**config.mk**
```make
export PLATFORM = sky130hd
export DESIGN_NAME = sub2stage_pipe
export DESIGN_NICKNAME = d
export VERILOG_FILES = /design/src/rtl/sub2stage_pipe.sv
export SDC_FILE = /design/constraint.sdc
export NUM_CORES = 1
export LEC_CHECK = 0
export CAP_MARGIN = 25
export CORE_MARGIN = 3
export CORE_UTILIZATION = 42
export CTS_BUF_LIST = sky130_fd_sc_hd__clkbuf_2 sky130_fd_sc_hd__clkbuf_4 sky130_fd_sc_hd__clkbuf_8
export CTS_CLUSTER_SIZE = 40
export DETAILED_ROUTE_END_ITERATION = 10
export HOLD_SLACK_MARGIN = 0.08
export PLACE_DENSITY = 0.68
export SLEW_MARGIN = 20
export SYNTH_ARGS = -nofsm -noshare
export SYNTH_HDL_FRONTEND = slang
export SYNTH_SLANG_ARGS = --single-unit
```
**constraint.sdc**
```tcl
create_clock -name clock -period 4.07 [get_ports clock]
set_input_delay 0.407 -clock clock [delete_from_list [all_inputs] [get_ports clock]]
set_output_delay 0.407 -clock clock [all_outputs]
set_load 0.05 [all_outputs]
```
**src/rtl/sub2stage_pipe.sv**
```systemverilog
// rtl/sub2stage_pipe.sv - two-stage pipelined subtractor with valid/ready handshake
//
// Purpose: computes in_1 - in_2 as in_1 + ~in_2 + 1. Stage 1 subtracts the low
// half and registers its carry. Stage 2 finishes the high half using that carry,
// then derives borrow and signed overflow.
//
// Ports:
//   clock        rising-edge clock
//   reset_n      asynchronous active-low reset
//   in_valid     operand pair present on in_1/in_2
//   in_ready     pair accepted this cycle (combinational from out_ready only)
//   in_1, in_2   minuend, subtrahend (WIDTH bits)
//   out_valid    result on out_* is valid
//   out_ready    downstream accepts the result this cycle
//   out_diff     (in_1 - in_2) mod 2^WIDTH
//   out_borrow   in_1 < in_2, unsigned
//   out_overflow two's-complement overflow of the signed difference
module sub2stage_pipe #(
  parameter  int WIDTH = 32,
  localparam int LO    = WIDTH / 2
) (
  input  logic             clock,
  input  logic             reset_n,
  input  logic             in_valid,
  output logic             in_ready,
  input  logic [WIDTH-1:0] in_1,
  input  logic [WIDTH-1:0] in_2,
  output logic             out_valid,
  input  logic             out_ready,
  output logic [WIDTH-1:0] out_diff,
  output logic             out_borrow,
  output logic             out_overflow
);

  localparam int HI = WIDTH - LO;

  // Stage 1 state
  logic          s1_valid_q;
  logic [LO-1:0] s1_lo_q,  s1_lo_d;
  logic          s1_c_q,   s1_c_d;
  logic [HI-1:0] s1_hi1_q;
  logic [HI-1:0] s1_hi2_q;

  // Stage 2 state (drives the outputs directly)
  logic             s2_valid_q;
  logic [WIDTH-1:0] s2_diff_q,  s2_diff_d;
  logic             s2_borrow_q, s2_borrow_d;
  logic             s2_ovf_q,    s2_ovf_d;

  logic s2_free;
  logic s1_adv;
  logic in_fire;

  assign s2_free  = !s2_valid_q || out_ready;
  assign s1_adv   = s1_valid_q && s2_free;
  assign in_ready = !s1_valid_q || s2_free;
  assign in_fire  = in_valid && in_ready;

  // Low half: the "+1" of two's-complement negation enters here as carry-in.
  always_comb begin
    logic [LO:0] lo_sum;
    lo_sum  = {1'b0, in_1[LO-1:0]} + {1'b0, ~in_2[LO-1:0]} + {{LO{1'b0}}, 1'b1};
    s1_lo_d = lo_sum[LO-1:0];
    s1_c_d  = lo_sum[LO];
  end

  // High half: carry-in is the low-half carry; a missing carry-out means borrow.
  always_comb begin
    logic [HI:0] hi_sum;
    hi_sum      = {1'b0, s1_hi1_q} + {1'b0, ~s1_hi2_q} + {{HI{1'b0}}, s1_c_q};
    s2_diff_d   = {hi_sum[HI-1:0], s1_lo_q};
    s2_borrow_d = ~hi_sum[HI];
    // Overflow only when operand signs differ and the result sign leaves the minuend's.
    s2_ovf_d    = (s1_hi1_q[HI-1] != s1_hi2_q[HI-1]) &&
                  (hi_sum[HI-1] != s1_hi1_q[HI-1]);
  end

  always_ff @(posedge clock or negedge reset_n) begin
    if (!reset_n) begin
      s1_valid_q <= 1'b0;
      s1_lo_q    <= '0;
      s1_c_q     <= 1'b0;
      s1_hi1_q   <= '0;
      s1_hi2_q   <= '0;
    end else begin
      if (in_fire) begin
        s1_valid_q <= 1'b1;
        s1_lo_q    <= s1_lo_d;
        s1_c_q     <= s1_c_d;
        s1_hi1_q   <= in_1[WIDTH-1:LO];
        s1_hi2_q   <= in_2[WIDTH-1:LO];
      end else if (s1_adv) begin
        s1_valid_q <= 1'b0;
      end
    end
  end

  // When draining (s2 consumed, nothing in s1) only the flag clears; data holds.
  always_ff @(posedge clock or negedge reset_n) begin
    if (!reset_n) begin
      s2_valid_q  <= 1'b0;
      s2_diff_q   <= '0;
      s2_borrow_q <= 1'b0;
      s2_ovf_q    <= 1'b0;
    end else begin
      if (s1_adv) begin
        s2_valid_q  <= 1'b1;
        s2_diff_q   <= s2_diff_d;
        s2_borrow_q <= s2_borrow_d;
        s2_ovf_q    <= s2_ovf_d;
      end else if (out_ready) begin
        s2_valid_q <= 1'b0;
      end
    end
  end

  assign out_valid    = s2_valid_q;
  assign out_diff     = s2_diff_q;
  assign out_borrow   = s2_borrow_q;
  assign out_overflow = s2_ovf_q;

endmodule
```
==> results.rst, run 1 <==
.. list-table::
   :header-rows: 1

   * - Metric
     - Value
   * - Worst setup margin
     - 1.43 ns
   * - Top Ports
     - 104
   * - Adder and majority cell fraction of the synthesized area
     - 0.0961
   * - WL/cell
     - 13.6 microns
   * - Placed cell count
     - 756
   * - Total Routing Usage GR
     - 0.175
   * - Power density over the cells
     - 528 nW/um^2
   * - Routability-driven placement congestion ratio
     - 0.831
   * - Avg Synthesized Cell Area
     - 8.78 sq um
   * - Synth top area share
     - 0.456
   * - TritonCTS Buffers
     - 9
   * - Pin slew with the least headroom to its limit
     - 0.874 ns
   * - Post-synthesis share of cell area spent on xor and xnor gates
     - 0.0244
   * - Die extent in x
     - 111 microns
   * - Maximum number of pins on one net before global-route repair
     - 52
   * - DIE AREA
     - 12,400 sq um
   * - CTS H-tree lvls
     - 3
   * - Final worst-path cycle share
     - 0.650
   * - Effective utilization at floorplan
     - 0.442
   * - Post-Synthesis Cell Area
     - 4660 sq um
   * - Area Growth Syn to Fin
     - 30.5%
   * - Final wirelength
     - 10,500 microns
   * - Critical path class
     - primary input to flip-flop
   * - Hold buffer count at CTS
     - 1
   * - Share of synthesized registers carrying an async set or reset
     - 1.00
   * - Post-synth EDFFs
     - 0
   * - Filler Cells Inserted
     - 975
   * - Setup_tns
     - 0 ns
   * - Source-to-sink clock delay at the later pin of the worst-skew pair
     - 0.36 ns
   * - Combinational family with the most area after synthesis
     - simple AND/OR/NAND/NOR gates
   * - Setup repair bufs after CTS
     - 0
   * - VDD IR max
     - 0.345 mV
   * - Vias in the first global route
     - 3,930
   * - CTS Root Cell
     - clkbuf_8
   * - HPWL after detailed placement
     - 7920 microns
   * - Post-CTS Resized
     - 0
   * - Run status
     - finished, final reports clean
   * - Number of failing hold endpoints at the final stage
     - 0
   * - Type of the tightest min-delay check
     - flip-flop to flip-flop
   * - Count of maximum capacitance violations
     - 0
   * - Clock Path Buffers
     - 2
   * - Number of optimization iterations in the first detailed-route pass
     - 4
   * - Fraction of synthesized area in multiplexers
     - 0
   * - Endpoint required time on the critical path
     - 4.31 ns
   * - Shortest clock period the worst path allows after layout
     - 2.64 ns
   * - Max-slew violation count
     - 0
   * - Most instantiated cells after synthesis
     - nand2_1, dfrtp_1, o21ai_0, inv_1, ha_1
   * - Slew Limit Headroom
     - 0.417
   * - Die outline height
     - 111 microns
   * - Synth Net Count
     - 633
   * - Worst slack at placement
     - 1.07 ns
   * - Layout Utilization
     - 0.576
   * - Complex-gate fraction of the synthesized area
     - 0.183
   * - Final Skew
     - 0.00710 ns
   * - Setup repair after global routing missed its margin
     - no
   * - Share of final-layout standard cells stronger than drive strength 1
     - 0.0392
   * - Kind of end point of the critical path
     - flip-flop
   * - Number of nets in the layout
     - 735
   * - Count of unique library cells instantiated by Yosys
     - 51
   * - DRT antenna net count
     - 0
   * - Global-route wire length before repair
     - 18,100 microns
   * - TritonCTS clock tree
     - built
   * - CP Data Arrival Time
     - 2.89 ns
   * - Core Box Area
     - 10,600 sq um
   * - Post-synthesis cell type with the largest combined area
     - dfrtp_1
   * - Post-synthesis instance total
     - 531
   * - Top-count cell post-synth
     - nand2_1
   * - Maximum fanout along the worst path
     - 4
   * - Count of input and output buffers
     - 103
   * - Category of the worst setup path launch point
     - primary input
   * - Top cells by area, synth
     - dfrtp_1, nand2_1, ha_1
   * - Reported leakage power
     - 2.91 nW
   * - Clock sink total
     - 85
   * - Area fraction in and, or, nand and nor cells after synthesis
     - 0.196
   * - Fin area
     - 6080 sq um
   * - Non-filler cells, final
     - 773
   * - Detail-routed via count per cell
     - 5.08
   * - Std-Cell Rows
     - 37
   * - Flip-flop cell with the highest count after synthesis
     - dfrtp_1
   * - Clock-pin slew on the worst setup and hold paths
     - 0.08 ns
   * - Via total after detailed routing
     - 3,929
   * - Final antenna diode count
     - 0
   * - Antenna violations before repair
     - 0
   * - Fraction of the yosys area taken by sequential cells
     - 0.456
   * - Area post-placement
     - 5850 sq um
   * - Setup violators final
     - 0
   * - Number of synthesized register bits
     - 85
   * - DRC
     - 0
   * - Synth warnings
     - 0
   * - Drt first-iter violations
     - 153
   * - Total grt overflow
     - 0
   * - Max Clock Freq
     - 0.378 GHz
==> path summary, 6_finish.rpt <==
kind	start	endpoint	slack (ns)	cells after the start
setup / recovery	in_2[2]	s1_c_q	1.43	9
hold / removal	s1_lo_q[0]	out_diff[0]	0.48	2
setup reg to reg	s1_c_q	out_diff[28]	1.62	10
hold reg to reg	s1_lo_q[0]	out_diff[0]	0.48	2
max in group asynchronous	reset_n	out_diff[14]	2.93	3
min in group asynchronous	reset_n	out_diff[31]	0.54	2
==> report_power, final <==
group	switching (mW)	internal, mW	leakage (nW)
logic	0.877	0.525	1.76
registers	0.112	1.04	1.04
clock network	0.301	0.356	0.112
==> layout by cell type (no fill, tap or decap), types with 2 or more instances in the layout <==
cell	instances
a2111oi_0	2
a211o_1	3
a211oi_1	11
a21o_1	12
a21oi_1	16
a311oi_1	2
and2_1	2
and3_1	4
buf_4	5
bufinv_16	2
clkbuf_8	10
clkdlybuf4s50_1	102
clkinv_2	3
dfrtp_1	85
fa_1	3
ha_1	31
inv_1	36
nand2_1	159
nand2b_1	9
nand3_1	5
nand3b_1	2
nor2_1	14
nor2b_1	2
nor3_1	6
nor3b_1	3
o211ai_1	4
o21a_1	8
o21ai_0	39
o21ai_1	9
o31a_1	2
o31ai_1	7
o41ai_1	2
or3_1	2
xnor2_1	8
xor2_1	5
==> per-layer routing <==
layer	up-vias	wire, microns	track usage
li1	2003	-	-
met1	1813	5020	0.234
met2	97	4780	0.286
met3	16	532	0.0332
met4	0	166	0.0633
met5	-	0	0
==> cells by family (layout without fill, tap and decap cells) <==
| logic type | count (synthesis) | count (layout) |
|---|---|---|
| compound gates | 130 | 130 |
| xor+xnor | 13 | 13 |
| fa+ha+maj | 34 | 34 |
| buf+inv | 55 | 161 |
| flops | 85 | 85 |
| simple gates | 214 | 214 |
==> registers in the layout (all words and copies together) (netlist names) <==
signal / count
s1_hi2_q: 16
s1_valid_q: 1
s1_c_q: 1
s1_lo_q: 16
out_borrow: 1
s1_hi1_q: 16
out_valid: 1
out_diff: 32
out_overflow: 1
==> worst max-delay path, stage by stage <==
cell             delay [ns]
clkdlybuf4s50_1        0.45
inv_1                  0.04
ha_1                   0.33
nor2b_4                0.15
o31a_1                 0.27
o31a_1                 0.31
a221o_1                0.41
a22o_1                 0.21
o41a_1                 0.31
==> layout make-up <==
type | count | area (sq um) | area share
Multi-Input combinational cell | 391 | 2330 | 0.383
Sequential cell | 85 | 2130 | 0.350
Tap cell | 136 | 170 | 0.0280
Inverter | 36 | 135 | 0.0222
Clock buffer | 10 | 138 | 0.0226
Timing Repair Buffer | 110 | 1110 | 0.183
Clock inverter | 5 | 75.1 | 0.0123
==> metrics by stage <==
stage                     hold WS, ns  power [mW]
after floorplan                 0.111        2.09
after global placement          0.446        2.54
after detailed placement        0.396        2.57
after CTS                       0.480        3.23
after global routing            0.505        3.40
final                           0.477        3.21
No activity file was read; power rests on OpenSTA's default activity.
==> inputs of run 2 (changes only) <==
Settings changed: PLACE_DENSITY 0.68 to 0.71.
Clock period 4.07 ns to 2.3 ns, I/O delays scaled along.
==> run 2 against run 1 <==
Against the previous run:
- the run now ends with setup timing left
- worst hold slack worse by 0.13 ns
- total power increased by 80%
- final cell count increased by 6.5%
- routed wire length rose by 6.7%
- global-route usage increased by 0.59 points
- count of clock-buffer cells in the layout grew 3
- critical path type is now flip-flop to flip-flop
- largest power group unchanged
==> results.rst, run 2 (synthesis gave the netlist of run 1 again) <==
.. list-table::
   :header-rows: 1

   * - Metric
     - Value
   * - Layout Utilization
     - 0.619
   * - Final Skew
     - 0.0125 ns
   * - Total grt overflow
     - 0
   * - Number of optimization iterations in the first detailed-route pass
     - 4
   * - Register-to-Register Setup Slack
     - -0.06 ns
   * - Critical path class
     - flip-flop to flip-flop
   * - Worst setup margin
     - -0.0616 ns
   * - Filler Cells Inserted
     - 925
   * - Drt first-iter violations
     - 99
   * - Run status
     - complete, but fails checks
   * - Endpoint of the lowest-slack register-to-register path
     - out_borrow
   * - Count of maximum capacitance violations
     - 0
   * - Most common library cell in the layout ignoring fill and taps
     - nand2_1
   * - Vias in the first global route
     - 4,205
   * - CTS Root Cell
     - clkbuf_8
   * - CTS H-tree lvls
     - 3
   * - Area Growth Syn to Fin
     - 40.0%
   * - Sw Ratio
     - 0.405
   * - Source-to-sink clock delay at the later pin of the worst-skew pair
     - 0.35 ns
   * - Type of the tightest min-delay check
     - primary input to flip-flop
   * - TritonCTS clock tree
     - built
   * - WL/cell
     - 13.6 microns
   * - VDD IR max
     - 0.650 mV
   * - Fin area
     - 6530 sq um
   * - Share of final-layout standard cells stronger than drive strength 1
     - 0.144
   * - DRT antenna net count
     - 0
   * - Power density over the cells
     - 885 nW/um^2
   * - Violated checks
     - setup timing
   * - Most frequent cells in the layout
     - nand2_1, clkdlybuf4s50_1, dfrtp_1, buf_4, o21ai_0
   * - Number of failing hold endpoints at the final stage
     - 0
   * - Clock Path Buffers
     - 2
   * - Pin slew with the least headroom to its limit
     - 0.540 ns
   * - Area post-placement
     - 6160 sq um
   * - CP Data Arrival Time
     - 2.61 ns
   * - Setup violators final
     - 2
   * - Routability-driven placement congestion ratio
     - 0.870
   * - Clock sink total
     - 85
   * - Count of input and output buffers
     - 103
   * - Maximum fanout along the worst path
     - 3
   * - Number of nets in the layout
     - 784
   * - Effective utilization at floorplan
     - 0.442
   * - Core Box Area
     - 10,600 sq um
   * - Die extent in x
     - 111 microns
   * - Die outline height
     - 111 microns
   * - Clock-pin slew on the worst setup and hold paths
     - 0.09 ns
   * - Worst slack at placement
     - -0.470 ns
   * - DIE AREA
     - 12,400 sq um
   * - Net switching component of the power
     - 2.34 mW
   * - Top Ports
     - 104
   * - Final worst-path cycle share
     - 1.03
   * - Number of stages on the worst hold path
     - 4
   * - DRC
     - 0
   * - Shortest clock period the worst path allows after layout
     - 2.36 ns
   * - Antenna violations before repair
     - 0
   * - Endpoint required time on the critical path
     - 2.55 ns
   * - Final antenna diode count
     - 0
   * - Part of the total power dissipated in the clock network
     - 0.177
   * - Relative contribution of sequential cells to total power
     - 0.352
   * - HPWL after detailed placement
     - 8540 microns
   * - TritonCTS Buffers
     - 9
   * - Critical path's slowest cell
     - dfrtp_1
   * - Total Routing Usage GR
     - 0.181
   * - Non-filler cells, final
     - 823
   * - Maximum number of pins on one net before global-route repair
     - 46
   * - Detail-routed via count per cell
     - 5.07
   * - Slew Limit Headroom
     - 0.640
   * - Via total after detailed routing
     - 4,172
   * - Global-route wire length before repair
     - 18,700 microns
   * - Launching point of the worst reg2reg path
     - s1_c_q
   * - Critical path capture point
     - out_borrow
   * - Internal cell power
     - 3.44 mW
   * - Final wirelength
     - 11,200 microns
   * - Setup_tns
     - -0.0882 ns
   * - Max Clock Freq
     - 0.423 GHz
   * - Category of the worst setup path launch point
     - flip-flop
   * - Max-slew violation count
     - 0
   * - Setup repair after global routing missed its margin
     - yes
   * - Largest register FFs
     - 32
   * - Cells traversed along the worst timing path
     - inv_2 -> fa_2 -> inv_2 -> fa_2 -> a211oi_2 -> o21a_1 -> nor2b_4 -> a21oi_2 -> a21boi_2 -> o41ai_2
   * - Kind of end point of the critical path
     - flip-flop
   * - Placed cell count
     - 799
   * - Std-Cell Rows
     - 37
   * - Launching element of the worst setup path
     - s1_c_q
   * - Reported leakage power
     - 3.16 nW
   * - Relative contribution of combinational cells to total power
     - 0.471
   * - Worst-case reg-to-reg path depth
     - 10
   * - Worst stage delay on the critical path
     - 0.38 ns
## run 2: how the worst min path moves through the flow
stage            start      endpoint  slack [ns]
6_report       in_1[0]    s1_lo_q[0]        0.35
5_1_grt        in_2[0]    s1_lo_q[0]        0.38
4_1_cts        in_1[0]    s1_lo_q[0]        0.34
3_5_place_dp   reset_n  s1_hi2_q[15]        0.25
3_3_place_gp   reset_n  s1_hi2_q[15]        0.25
2_1_floorplan  reset_n    out_borrow       -0.07
## run 2: worst max-delay path: cells and delay by family (launching register included)
family                     cells  cell delay (ns)
adders and majority gates      2             0.58
and+or+nand+nor                1             0.07
AOI/OAI and AO/OA              5             1.11
DFF                            1             0.38
buffers and inverters          2             0.11
## run 2: area by class of cell
type / count / area (sq um) / area share
inverters: 36 / 135 / 0.0207
well taps: 136 / 170 / 0.0261
flip-flops and latches: 85 / 2130 / 0.326
multi-input cells: 391 / 2440 / 0.374
clock inverters: 3 / 17.5 / 0.00268
clock buffers: 13 / 179 / 0.0274
repair buffers: 159 / 1460 / 0.223
## run 2: timing repair
item,in CTS,in global routing
resized for setup,15,19
setup endpoints to repair,4,11
endpoints found under the hold margin,40,0
hold buffers,1,0
setup buffers,3,4
pin swaps,8,14
## run 2: per-stage QoR
| stage | hold slack, ns | total power, mW |
|---|---|---|
| after floorplan | -0.0656 | 3.70 |
| after global placement | 0.250 | 4.62 |
| after detailed placement | 0.255 | 4.68 |
| after CTS | 0.341 | 5.74 |
| after global routing | 0.382 | 6.13 |
| final | 0.349 | 5.78 |
## run 2: per-layer routing
metal | wire length (microns) | global-route usage
met4 | 167 | 0.0649
met2 | 5360 | 0.310
met1 | 5110 | 0.229
met5 | 0 | 0
met3 | 565 | 0.0364
## run 2: power by group through the flow
| stage | clock, mW | sequential [mW] | combinational, mW |
|---|---|---|---|
| 6_report | 1.02 | 2.03 | 2.72 |
| 5_1_grt | 1.11 | 2.08 | 2.93 |
| 4_1_cts | 1.05 | 2.03 | 2.65 |
| 3_5_place_dp | 0 | 2.06 | 2.61 |
| 3_3_place_gp | 0 | 2.05 | 2.57 |
| 2_1_floorplan | 0 | 2.76 | 0.945 |
